===== config.mk =====
export PLATFORM = sky130hd
export DESIGN_NAME = des_ip_inv_flat
export DESIGN_NICKNAME = d
export VERILOG_FILES = /design/src/rtl/des_pkg.sv /design/src/rtl/des_ip_inv_if.sv /design/src/rtl/des_buf.sv /design/src/rtl/des_ip_inv.sv /design/src/flat_wrapper.sv
export SDC_FILE = /design/constraint.sdc
export NUM_CORES = 1
export LEC_CHECK = 0
export ABC_AREA = 1
export BUFFER_PORTS_ARGS = -buffer_cell sky130_fd_sc_hd__buf_2
export CORE_ASPECT_RATIO = 1.25
export CORE_MARGIN = 8
export CORE_UTILIZATION = 32
export CTS_CLUSTER_DIAMETER = 100
export DETAILED_ROUTE_END_ITERATION = 16
export HOLD_SLACK_MARGIN = 0.02
export PLACE_DENSITY = 0.56
export SLEW_MARGIN = 30
export SYNTH_ARGS = -nofsm -noshare
export SYNTH_HDL_FRONTEND = slang
export SYNTH_SLANG_ARGS = --single-unit

===== constraint.sdc =====
create_clock -name clk_in -period 5.05 [get_ports clk_in]
set_input_delay 0.2525 -clock clk_in [delete_from_list [all_inputs] [get_ports clk_in]]
set_output_delay 0.2525 -clock clk_in [all_outputs]
set_load 0.005 [all_outputs]

===== src/rtl/des_pkg.sv =====
// Shared types and the IP-inverse bit mapping for the DES datapath.
// Used by the RTL and by the bench model.
package des_pkg;

  localparam int DES_BLOCK_W = 64;

  typedef logic [31:0] des_half_t;
  typedef logic [DES_BLOCK_W-1:0] des_block_t;

  // Output bit n takes bit 31-8g-j of L (odd n) or R (even n),
  // where g = (n mod 8) div 2 and j = 7 - (n div 8).
  function automatic des_block_t des_ip_inv_f(
    input des_half_t l,
    input des_half_t r
  );
    des_block_t b;
    int g;
    int j;
    int k;
    b = '0;
    for (int n = 0; n < DES_BLOCK_W; n++) begin
      g = (n % 8) / 2;
      j = 7 - (n / 8);
      k = 31 - 8 * g - j;
      b[n] = n[0] ? l[k[4:0]] : r[k[4:0]];
    end
    return b;
  endfunction

endpackage


===== src/rtl/des_ip_inv_if.sv =====
// Input halves and output block handshake of the IP-inverse stage.
// slave = stage side, master = producer/consumer side.
interface des_ip_inv_if #(
  parameter int DEPTH = 2
);
  import des_pkg::*;

  localparam int LW = $clog2(DEPTH) + 1;

  des_half_t  left_data_in;
  des_half_t  right_data_in;
  logic       data_in_valid;
  logic       data_in_ready;
  des_block_t data_out;
  logic       data_out_valid;
  logic       data_out_ready;
  logic [LW-1:0] fifo_level;
  logic [15:0]   block_cnt;

  modport slave (
    input  left_data_in,
    input  right_data_in,
    input  data_in_valid,
    output data_in_ready,
    output data_out,
    output data_out_valid,
    input  data_out_ready,
    output fifo_level,
    output block_cnt
  );

  modport master (
    output left_data_in,
    output right_data_in,
    output data_in_valid,
    input  data_in_ready,
    input  data_out,
    input  data_out_valid,
    output data_out_ready,
    input  fifo_level,
    input  block_cnt
  );

endinterface


===== src/rtl/des_buf.sv =====
// Generic synchronous FIFO; head word reads as zero when empty.
// Storage is not reset, only pointers and level.
module des_buf #(
  parameter int DEPTH = 2,
  parameter int W     = 64
) (
  input  logic                       clk_in,
  input  logic                       rst_n_in,
  input  logic                       push_in,
  input  logic                       pop_in,
  input  logic [W-1:0]               wdata_in,
  output logic [W-1:0]               rdata_out,
  output logic [$clog2(DEPTH):0]     level_out,
  output logic                       full_out,
  output logic                       empty_out
);

  localparam int PW = $clog2(DEPTH);
  localparam int LW = PW + 1;

  logic [W-1:0]  mem_q [DEPTH];
  logic [PW-1:0] wr_ptr_q, wr_ptr_d;
  logic [PW-1:0] rd_ptr_q, rd_ptr_d;
  logic [LW-1:0] level_q, level_d;
  logic          push_ok;
  logic          pop_ok;

  assign full_out  = (level_q == LW'(DEPTH));
  assign empty_out = (level_q == '0);
  assign push_ok   = push_in && !full_out;
  assign pop_ok    = pop_in && !empty_out;
  assign level_out = level_q;
  assign rdata_out = empty_out ? '0 : mem_q[rd_ptr_q];

  // Next pointers and occupancy from the accepted push/pop pair
  always_comb begin
    wr_ptr_d = wr_ptr_q;
    rd_ptr_d = rd_ptr_q;
    level_d  = level_q;
    if (push_ok) wr_ptr_d = wr_ptr_q + 1'b1;
    if (pop_ok)  rd_ptr_d = rd_ptr_q + 1'b1;
    unique case ({push_ok, pop_ok})
      2'b10:   level_d = level_q + 1'b1;
      2'b01:   level_d = level_q - 1'b1;
      default: level_d = level_q;
    endcase
  end

  // Pointer and level registers
  always_ff @(posedge clk_in or negedge rst_n_in) begin
    if (!rst_n_in) begin
      wr_ptr_q <= '0;
      rd_ptr_q <= '0;
      level_q  <= '0;
    end else begin
      wr_ptr_q <= wr_ptr_d;
      rd_ptr_q <= rd_ptr_d;
      level_q  <= level_d;
    end
  end

  // Storage write, no reset needed
  always_ff @(posedge clk_in) begin
    if (push_ok) mem_q[wr_ptr_q] <= wdata_in;
  end

endmodule


===== src/rtl/des_ip_inv.sv =====
// DES IP-inverse tail stage: permute halves, buffer 64-bit blocks.
// DES_IP_INV_SWAP_EN: exchange L/R before permuting (R16||L16 swap).
module des_ip_inv
  import des_pkg::*;
#(
  parameter int DEPTH = 2
) (
  input  logic clk_in,
  input  logic rst_n_in,
  des_ip_inv_if.slave bus
);

  des_half_t  l_sel;
  des_half_t  r_sel;
  des_block_t perm;
  logic       push;
  logic       pop;
  logic       full;
  logic       empty;
  logic [15:0] cnt_q, cnt_d;

`ifdef DES_IP_INV_SWAP_EN
  assign l_sel = bus.right_data_in;
  assign r_sel = bus.left_data_in;
`else
  assign l_sel = bus.left_data_in;
  assign r_sel = bus.right_data_in;
`endif

  assign perm = des_ip_inv_f(l_sel, r_sel);

  assign bus.data_in_ready  = !full;
  assign bus.data_out_valid = !empty;
  assign push = bus.data_in_valid && !full;
  assign pop  = bus.data_out_ready && !empty;

  des_buf #(
    .DEPTH (DEPTH),
    .W     (DES_BLOCK_W)
  ) u_buf (
    .clk_in    (clk_in),
    .rst_n_in  (rst_n_in),
    .push_in   (push),
    .pop_in    (pop),
    .wdata_in  (perm),
    .rdata_out (bus.data_out),
    .level_out (bus.fifo_level),
    .full_out  (full),
    .empty_out (empty)
  );

  // Delivered-block counter, wraps at 16 bits
  always_comb begin
    cnt_d = cnt_q;
    if (pop) cnt_d = cnt_q + 16'd1;
  end

  // Counter register
  always_ff @(posedge clk_in or negedge rst_n_in) begin
    if (!rst_n_in) cnt_q <= '0;
    else           cnt_q <= cnt_d;
  end

  assign bus.block_cnt = cnt_q;

endmodule


===== src/flat_wrapper.sv =====
// flat-port wrapper written by rule: the top's interface ports become plain ports
module des_ip_inv_flat import des_pkg::*;
#(
  parameter int DEPTH = 2
)
  (clk_in, rst_n_in, bus_left_data_in, bus_right_data_in, bus_data_in_valid, bus_data_in_ready, bus_data_out, bus_data_out_valid, bus_data_out_ready, bus_fifo_level, bus_block_cnt);
  des_ip_inv_if #(.DEPTH(DEPTH)) bus_i ();
  input  logic clk_in;
  input  logic rst_n_in;
  input wire logic [$bits(bus_i.left_data_in)-1:0] bus_left_data_in;
  input wire logic [$bits(bus_i.right_data_in)-1:0] bus_right_data_in;
  input wire logic [$bits(bus_i.data_in_valid)-1:0] bus_data_in_valid;
  output wire logic [$bits(bus_i.data_in_ready)-1:0] bus_data_in_ready;
  output wire logic [$bits(bus_i.data_out)-1:0] bus_data_out;
  output wire logic [$bits(bus_i.data_out_valid)-1:0] bus_data_out_valid;
  input wire logic [$bits(bus_i.data_out_ready)-1:0] bus_data_out_ready;
  output wire logic [$bits(bus_i.fifo_level)-1:0] bus_fifo_level;
  output wire logic [$bits(bus_i.block_cnt)-1:0] bus_block_cnt;
  assign bus_i.left_data_in = bus_left_data_in;
  assign bus_i.right_data_in = bus_right_data_in;
  assign bus_i.data_in_valid = bus_data_in_valid;
  assign bus_data_in_ready = bus_i.data_in_ready;
  assign bus_data_out = bus_i.data_out;
  assign bus_data_out_valid = bus_i.data_out_valid;
  assign bus_i.data_out_ready = bus_data_out_ready;
  assign bus_fifo_level = bus_i.fifo_level;
  assign bus_block_cnt = bus_i.block_cnt;
  des_ip_inv #(.DEPTH(DEPTH)) u_core (.clk_in(clk_in), .rst_n_in(rst_n_in), .bus(bus_i));
endmodule

Word level (Yosys, flattened, before mapping)
Memories as Yosys holds them, arrays and structs flattened.
Index checks and enable logic that the tools add are counted.
{ "totals": {"reg_bits": 20, "wordCells": 25, "ram_bits": 128, "romBits": 0, "latchBits": 0, "out_inout_bits": 84, "n_memories": 1} }
{ "op_classes": {"div_mod_pow": 0, "order_cmp": 0, "n_addsub": 5, "n_eq_ne": 3, "bitwise_logic": 0, "mux": 4, "mul": 0, "n_shift": 0, "n_reduce_logical": 8} }
{ "mem_list": {"columns": ["name", "depth", "word_bits", "read_ports", "rd_ports_with_merged_regs", "write_ports", "line_no", "rtl"], "rows": [
  ["u_core.u_buf.mem_q", 2, 64, 1, 0, 1, "des_buf.sv:21", "logic [W-1:0] mem_q [DEPTH];"]
]} }
{ "op_table": {"columns": ["op", "n"], "rows": [
  ["64-bit 2-to-1 mux", 1],
  ["16-bit by 1-bit adder with 16-bit output, second input constant", 1],
  ["2-bit == test, second input constant", 2],
  ["1-bit logical AND", 4],
  ["2-bit one-hot mux with 2 select lines", 1],
  ["1-bit adder, second input constant", 2],
  ["2-bit by 1-bit adder with 2-bit output, second input constant", 1],
  ["2-bit by 1-bit == test with 1-bit output, second input constant", 1],
  ["1-bit logical NOT", 2],
  ["2-bit logical NOT", 1],
  ["1-bit 2-to-1 mux", 2],
  ["2-bit nonzero test", 1],
  ["2-bit by 1-bit subtractor with 2-bit output, second input constant", 1]
]} }

Depth between registers and ports, before layout
Gate-level depths: netlist of the first run.
{ "logic_depth": {"word_depth": 6, "ltp_mapped": 7} }

Cells and area by module
Synthesis of the first run repeated with hierarchy kept, for this count alone.
{ "hier_totals": {"hier_cells": 483, "hier_area_um2": 5982.0} }
{ "by_module_without_submodules": {"columns": ["mod", "area_each_um2", "cells_per_inst", "n_inst"], "rows": [
  ["des_buf", 5121.2, 373, 1],
  ["des_ip_inv", 860.8, 110, 1]
]} }

Worst setup path before layout of the first run
No wires, ideal clock.
{ "synth_path": {"path_type": "reg2reg", "from": "register u_core.u_buf.level_q[0] (netlist: u_core.u_buf.level_out[0])", "to": "memory u_core.u_buf.mem_q[1][0], enable pin", "period_less_slack_ns": 3.897, "slack_ns": 1.153, "path_stages_with_launch": 5, "arrival_time_ns": 3.409, "n_path_buf": 0, "cell_sequence": "dfrtp_1 -> inv_1 -> nand2_1 -> nand2_1 -> nor2_1"} }
{ "synth_via": {"elab_chain_cells": 6} }
{ "synth_lines": {"columns": ["item", "line_no", "rtl"], "rows": [
  ["from (decl)", "des_buf.sv:24", "logic [LW-1:0] level_q, level_d;"],
  ["from (signal assigned)", "des_buf.sv:58", "level_q <= level_d;"],
  ["2-bit == test *", "des_buf.sv:28", "assign full_out = (level_q == LW'(DEPTH));"],
  ["1-bit logical NOT *", null, null],
  ["via bus_data_in_ready", "flat_wrapper.sv:13", "output wire logic [$bits(bus_i.data_in_ready)-1:0] bus_data_in_ready;"],
  ["1-bit logical AND", "des_ip_inv.sv:34", "assign push = bus.data_in_valid && !full;"],
  ["1-bit logical AND *", "des_buf.sv:30", "assign push_ok = push_in && !full_out;"],
  ["1-bit 2-to-1 mux *", "des_buf.sv:64", "if (push_ok) mem_q[wr_ptr_q] <= wdata_in;"],
  ["1-bit 2-to-1 mux (implied by the code) *", "des_buf.sv:64", null],
  ["to (decl)", "des_buf.sv:21", null]
]} }
Mark *: on every way through the listed nets, which the timed path passes. The rest lies on a longest branch.

Worst setup path after layout of the first run
{ "layout_path": {"from": "register u_core.u_buf.rd_ptr_q", "to": "output port bus_data_out[20]"} }
{ "layout_via": {"elab_chain_cells": 2} }
{ "layout_lines": {"columns": ["item", "line_no", "rtl"], "rows": [
  ["from (decl)", "des_buf.sv:23", "logic [PW-1:0] rd_ptr_q, rd_ptr_d;"],
  ["from (signal assigned)", "des_buf.sv:57", "rd_ptr_q <= rd_ptr_d;"],
  ["memory 2 x 64 bit", null, null],
  ["64-bit 2-to-1 mux", "des_buf.sv:33", "assign rdata_out = empty_out ? '0 : mem_q[rd_ptr_q];"],
  ["to (decl)", "flat_wrapper.sv:14", "output wire logic [$bits(bus_i.data_out)-1:0] bus_data_out;"]
]} }
No other way between the ends.

==> results.cfg, run 1 <==
[final_layout]
drive_gt1_share_pct = 28.93
multi_input_area_um2 = 1309
final_cells = 903
n_fill_cell = 1711
regArea_um2 = 4345
area_delta_synth_final_pct = 32.93
nets = 731

[clock_tree]
cts_sinks = 148
clockRootBuffer = clkbuf_16
htreeDepth = 4
clkTransAtPathRegs_ps = 60
clock_latency_ps = 410
clockBufferDepth = 2
cts_inserted_buffers = 17
cts_tree = done

[placement]
place_inst = 838
io_buffers = 151
gp_congestion = 0.7763
dpl.hpwl_um = 9409

[synthesis]
synth_top_area_share_pct = 66.04
yosysWarnings = 0
syn_nets = 546
netlist_instances = 476
yosysTopAreaCell = edfxtp_1
ys_seq_elements = 148
syn_area_um2 = 5821
avgSynthCellArea_um2 = 12.23
synth_seq_area_share_pct = 74.63
ys_top_cells_by_area = edfxtp_1 66%, nand2_1 11%, dfrtp_1 8.6%
ys_types = 22

[grt]
grt_overflow_total = 0
first_global_vias = 4291
grtUsageTotal_pct = 12.90
antenna_found_initial = 2
grt_pass1_wl_um = 22730
grt_max_degree = 66

[power_and_ir_drop]
power-per-cell-area_nw_per_um2 = 569.8
power_leakage_uw = 0.003162
peakVddDrop_uv = 231.6

[timing]
setup_viol = 0
rsz0062_at_grt = no
fin_crit_sh_pct = 50.18
max_freq_ghz = 0.3946
final.setup.tns_ps = 0
hold_viol = 0
tightest_slew_ps = 905.8
drv_slew = 0
period_minus_slack_ps = 2534
clock_skew_ps = 10.27
slew_headroom_pct = 39.61

[worst_setup_path]
crit_fanout = 65
critPathCaptureType = output port
startpoint_type = flip-flop
critical_path_required_ps = 4800
criticalPathCategory = flip-flop to output port
arrival_ps = 2280

[hold_path]
hp-class = input port to flip-flop

[route]
drt_first_pass_iters = 5
antenna_left = 0
drtIter0Drc = 228
drc = 0
wl_per_cell_um = 16.02
vias_per_cell = 4.594
via_count = 4148
wl_um = 14470

[floorplanning]
fp.dieH_um = 166.8
start_util_pct = 32.41
num_io_pins = 152
rows = 55
die_w_um = 136.6
core_area_um2 = 17960
dieArea_um2 = 22790

[run]
max_cap_viol_count = 0

[run_status]
status = finished clean
## final cells by class
| class | count | share of cell area, % |
|---|---|---|
| clock inverter | 13 | 2.038 |
| inverter | 21 | 1.051 |
| tap | 228 | 3.687 |
| antenna | 1 | 0.03234 |
| clock buffer | 19 | 5.595 |
| sequential | 148 | 56.16 |
| multi-input combinational | 286 | 16.91 |
| timing repair buffer | 187 | 14.52 |
## flip-flops by register name, indices dropped and copies added, names as in the netlist
name	count
u_core.u_buf.mem_q	128
u_core.u_buf.level_out	2
u_core.bus.block_cnt	16
u_core.u_buf.rd_ptr_q	1
u_core.u_buf.wr_ptr_q	1
## routing by layer
metal,track usage [%],wire length (um),share of wire [%]
met1,15.20,5980,41
met2,21.17,7074,49
met5,0,19,0.13
met3,4.967,1219,8.4
met4,3.830,177,1.2
## per-stage QoR
step                      hold slack, ps  worst slack [ps]  instance area [um^2]  power [uW]  utilization (%)
after CTS                          21.10              2433                  7647        4467            42.58
after floorplan                   -43.09              1153                  5821        2557                -
after detailed placement           236.6              2459                  6807        3186            37.90
after global routing               20.03              2276                  7735        4715            43.07
after global placement             237.4              2551                  6804        3154            37.88
final                              42.34              2516                  7737        4409            43.08
## where the power goes
group / switching, uW / leakage (uW) / internal, uW
combinational: 892 / 0.00145 / 515
sequential: 99.0 / 0.00144 / 1650
clock: 476 / 0.000273 / 775
total: 1470 / 0.00316 / 2940
## logic make-up (layout without fill, tap and decap cells)
kind of cell    after synthesis  count (layout)  synth area share [%]
buf+inv                      42             240                 3.224
compound gates               72              72                 6.234
fa+ha+maj                     2               2                0.4299
flops                       148             148                 74.63
xor+xnor                     10              10                 1.505
other cells                   0               1                     0
simple gates                202             202                 13.97
## repair_timing
action / 4_1_cts / 5_1_grt
setup endpoints to repair: 0 / 0
setup buffers: 0 / 0
hold buffers: 25 / 6
endpoints found under the hold margin: 66 / 11
gates resized for setup: 0 / 0
## layout by cell type, fill, tap and decap left out, types with 6 or more instances in the layout
cell type and n:
nand2_1 167, buf_2 151, edfxtp_1 128, a21oi_1 66, dlygate4sd3_1 31, inv_1 20, dfrtp_1 19, clkbuf_16 17
nor2_1 15, nand3_1 9, xnor2_1 6
## synth_stat cells
| master | instances |
|---|---|
| buf_2 | 3 |
| o21bai_1 | 1 |
| o21ai_0 | 1 |
| clkbuf_1 | 8 |
| nor2_1 | 17 |
| edfxtp_1 | 128 |
| ha_1 | 2 |
| buf_1 | 3 |
| buf_4 | 7 |
| nand2_1 | 167 |
| inv_1 | 21 |
| nor2_2 | 3 |
| xnor2_1 | 6 |
| nand2_2 | 2 |
| nand3_2 | 2 |
| nand3_1 | 9 |
| nand4_1 | 1 |
| a21oi_1 | 66 |
| dfrtp_1 | 20 |
| nor2_8 | 1 |
| o21ai_1 | 4 |
| xor2_1 | 4 |
## path summary, 6_finish.rpt
kind,slack (ps),cells after the start,endpoint,from
setup / recovery,2520,5,bus_data_out[20],u_core.u_buf.rd_ptr_q
hold / removal,40,1,u_core.u_buf.mem_q[0][21],bus_left_data_in[10]
setup reg to reg,2780,5,u_core.u_buf.mem_q[1][56],u_core.u_buf.level_out[0]
hold reg to reg,520,1,u_core.bus.block_cnt[3],u_core.bus.block_cnt[3]
max in group asynchronous,4360,2,u_core.u_buf.rd_ptr_q,rst_n_in
min in group asynchronous,320,2,u_core.bus.block_cnt[13],rst_n_in
## worst max-delay path: stages, from the launching register on
cell     delay, ps
dfrtp_2        380
buf_4          330
inv_4          630
nand2_1        110
a21oi_1        220
buf_2          150
(Power assumes the default switching activity.)
==> inputs of run 2 (changes only) <==
==> constraint.sdc (replaced) <==
create_clock -name clk_in -period 2.65 [get_ports clk_in]
set_input_delay 0.1325 -clock clk_in [delete_from_list [all_inputs] [get_ports clk_in]]
set_output_delay 0.1325 -clock clk_in [all_outputs]
set_load 0.005 [all_outputs]
==> results.cfg, run 2 (synthesis results as in run 1) <==
[worst_setup_path]
cp-endpoint = bus_data_out[1]
critical_path_required_ps = 2520
critPathCaptureType = output port
startpoint_type = flip-flop
ff2ff_setup_slack_ps = 740
crit_fanout = 33
r2r-start = u_core.u_buf.level_out[0]
critPathLaunch = u_core.u_buf.rd_ptr_q
reg2regPathDepth = 6
r2r_end = u_core.u_buf.level_out[1]
arrival_ps = 2040
criticalPathCategory = flip-flop to output port

[route]
vias_per_cell = 4.526
via_count = 4250
antenna_left = 0
drt_first_pass_iters = 5
wl_um = 14660
wl_per_cell_um = 15.61
drc = 0
drtIter0Drc = 185

[power_and_ir_drop]
clockPowerShare_pct = 29.4
seqPwrFrac_pct = 38.5
swShare_pct = 33.15
peakVddDrop_uv = 530.0
comb_power_share_pct = 32.1
power_leakage_uw = 0.003353
power-per-cell-area_nw_per_um2 = 1062
p_int_uw = 5786
p_sw_uw = 2869

[final_layout]
nets = 767
final_cells = 939
largest_reg_flops = 128
area_delta_synth_final_pct = 40.07
final_common_cell = nand2_1
layout_common_cells = 167 x nand2_1, 151 x buf_2, 128 x edfxtp_1, 66 x a21oi_1, 66 x dlygate4sd3_1
drive_gt1_share_pct = 28.17
regMostFlops = u_core.u_buf.mem_q

[timing]
hold_viol = 0
fin_crit_sh_pct = 82.04
final.setup.tns_ps = 0
setup_viol = 0
drv_slew = 0
tightest_slew_ps = 731.4
clock_skew_ps = 7.073
rsz0062_at_grt = no
period_minus_slack_ps = 2174
max_freq_ghz = 0.4600
slew_headroom_pct = 51.24

[run]
max_cap_viol_count = 0

[clock_tree]
clkTransAtPathRegs_ps = 60
cts_sinks = 148
cts_inserted_buffers = 17
cts_resized = 0
clockBufferDepth = 2
clockRootBuffer = clkbuf_16
cts_tree = done
clock_latency_ps = 410
htreeDepth = 4

[placement]
gp_congestion = 0.8404
dpl.hpwl_um = 9397
io_buffers = 151
place_inst = 840

[floorplanning]
core_area_um2 = 17960
die_w_um = 136.6
num_io_pins = 152
fp.dieH_um = 166.8
start_util_pct = 32.41
rows = 55
dieArea_um2 = 22790

[grt]
grt_overflow_total = 0
antenna_found_initial = 1
first_global_vias = 4551
grtUsageTotal_pct = 13.02
grt_pass1_wl_um = 23130
grt_max_degree = 65

[hold_path]
hp-class = input port to flip-flop

[run_status]
status = finished clean
## run 2: cell types whose count changed in the layout (fill, tap and decap cells not counted), moves of 3 or more
| cell | delta |
|---|---|
| dlygate4sd3_1 | +35 |
| clkinv_4 | +4 |
| buf_12 | +3 |
| clkinv_1 | -3 |
| clkinvlp_4 | -3 |
## run 2: power groups by stage
| stage | Combinational, uW | Clock, uW | Sequential, uW |
|---|---|---|---|
| detailed placement | 2780 | 0 | 3380 |
| finish | 2780 | 2540 | 3330 |
| global route | 3140 | 2700 | 3380 |
| floorplan | 1490 | 0 | 3360 |
| global placement | 2760 | 0 | 3360 |
| CTS | 2870 | 2610 | 3330 |
## run 2: cell type report
type | count | area, um^2
multi-input combinational | 286 | 1309
clock inverter | 14 | 203.9
tap | 228 | 285.3
timing repair buffer | 223 | 1499
inverter | 21 | 78.83
antenna | 1 | 2.502
fill | 1631 | 9808
sequential | 148 | 4345
clock buffer | 18 | 429.2
## run 2: layer usage
layer	vias up	GRT usage [%]	wire length (um)
met5	-	0	0
met4	0	4.500	186
met3	17	4.004	1094
met2	129	22.03	7275
met1	2034	15.16	6099
li1	2070	-	-
## run 2: worst max-delay path, cell delays in order, from the launching register on
cell	delay, ps
dfrtp_2	400
inv_2	470
buf_12	280
nand2_1	70
a21oi_1	230
buf_2	170
## run 2: what timing repair did
item | in CTS | in global routing
hold endpoints to repair | 149 | 0
hold buffers | 66 | 0
buffers inserted | 0 | 0
## run 2: metrics by stage
stage | util (%) | hold WS [ps] | total power (uW) | instance area, um^2 | setup slack, ps
floorplan | - | -163.1 | 4855 | 5826 | -179.4
global placement | 38.17 | 109.8 | 6122 | 6857 | 764.4
detailed placement | 38.17 | 115.7 | 6160 | 6857 | 742.6
CTS | 45.38 | 47.63 | 8819 | 8150 | 440.5
global route | 45.39 | 80.88 | 9220 | 8153 | 322.5
finish | 45.39 | 79.32 | 8655 | 8153 | 475.9
## run 2: how the worst min path moves through the flow
stage                     cells past startpoint  slack, ps                from                       end
after floorplan                               0       -160            rst_n_in   u_core.bus.block_cnt[0]
after global routing                          3         80  bus_data_out_ready     u_core.u_buf.rd_ptr_q
after detailed placement                      1        120            rst_n_in  u_core.bus.block_cnt[10]
after CTS                                     3         50  bus_data_out_ready     u_core.u_buf.rd_ptr_q
after global placement                        1        110            rst_n_in  u_core.bus.block_cnt[11]
final                                         3         80  bus_data_out_ready     u_core.u_buf.rd_ptr_q
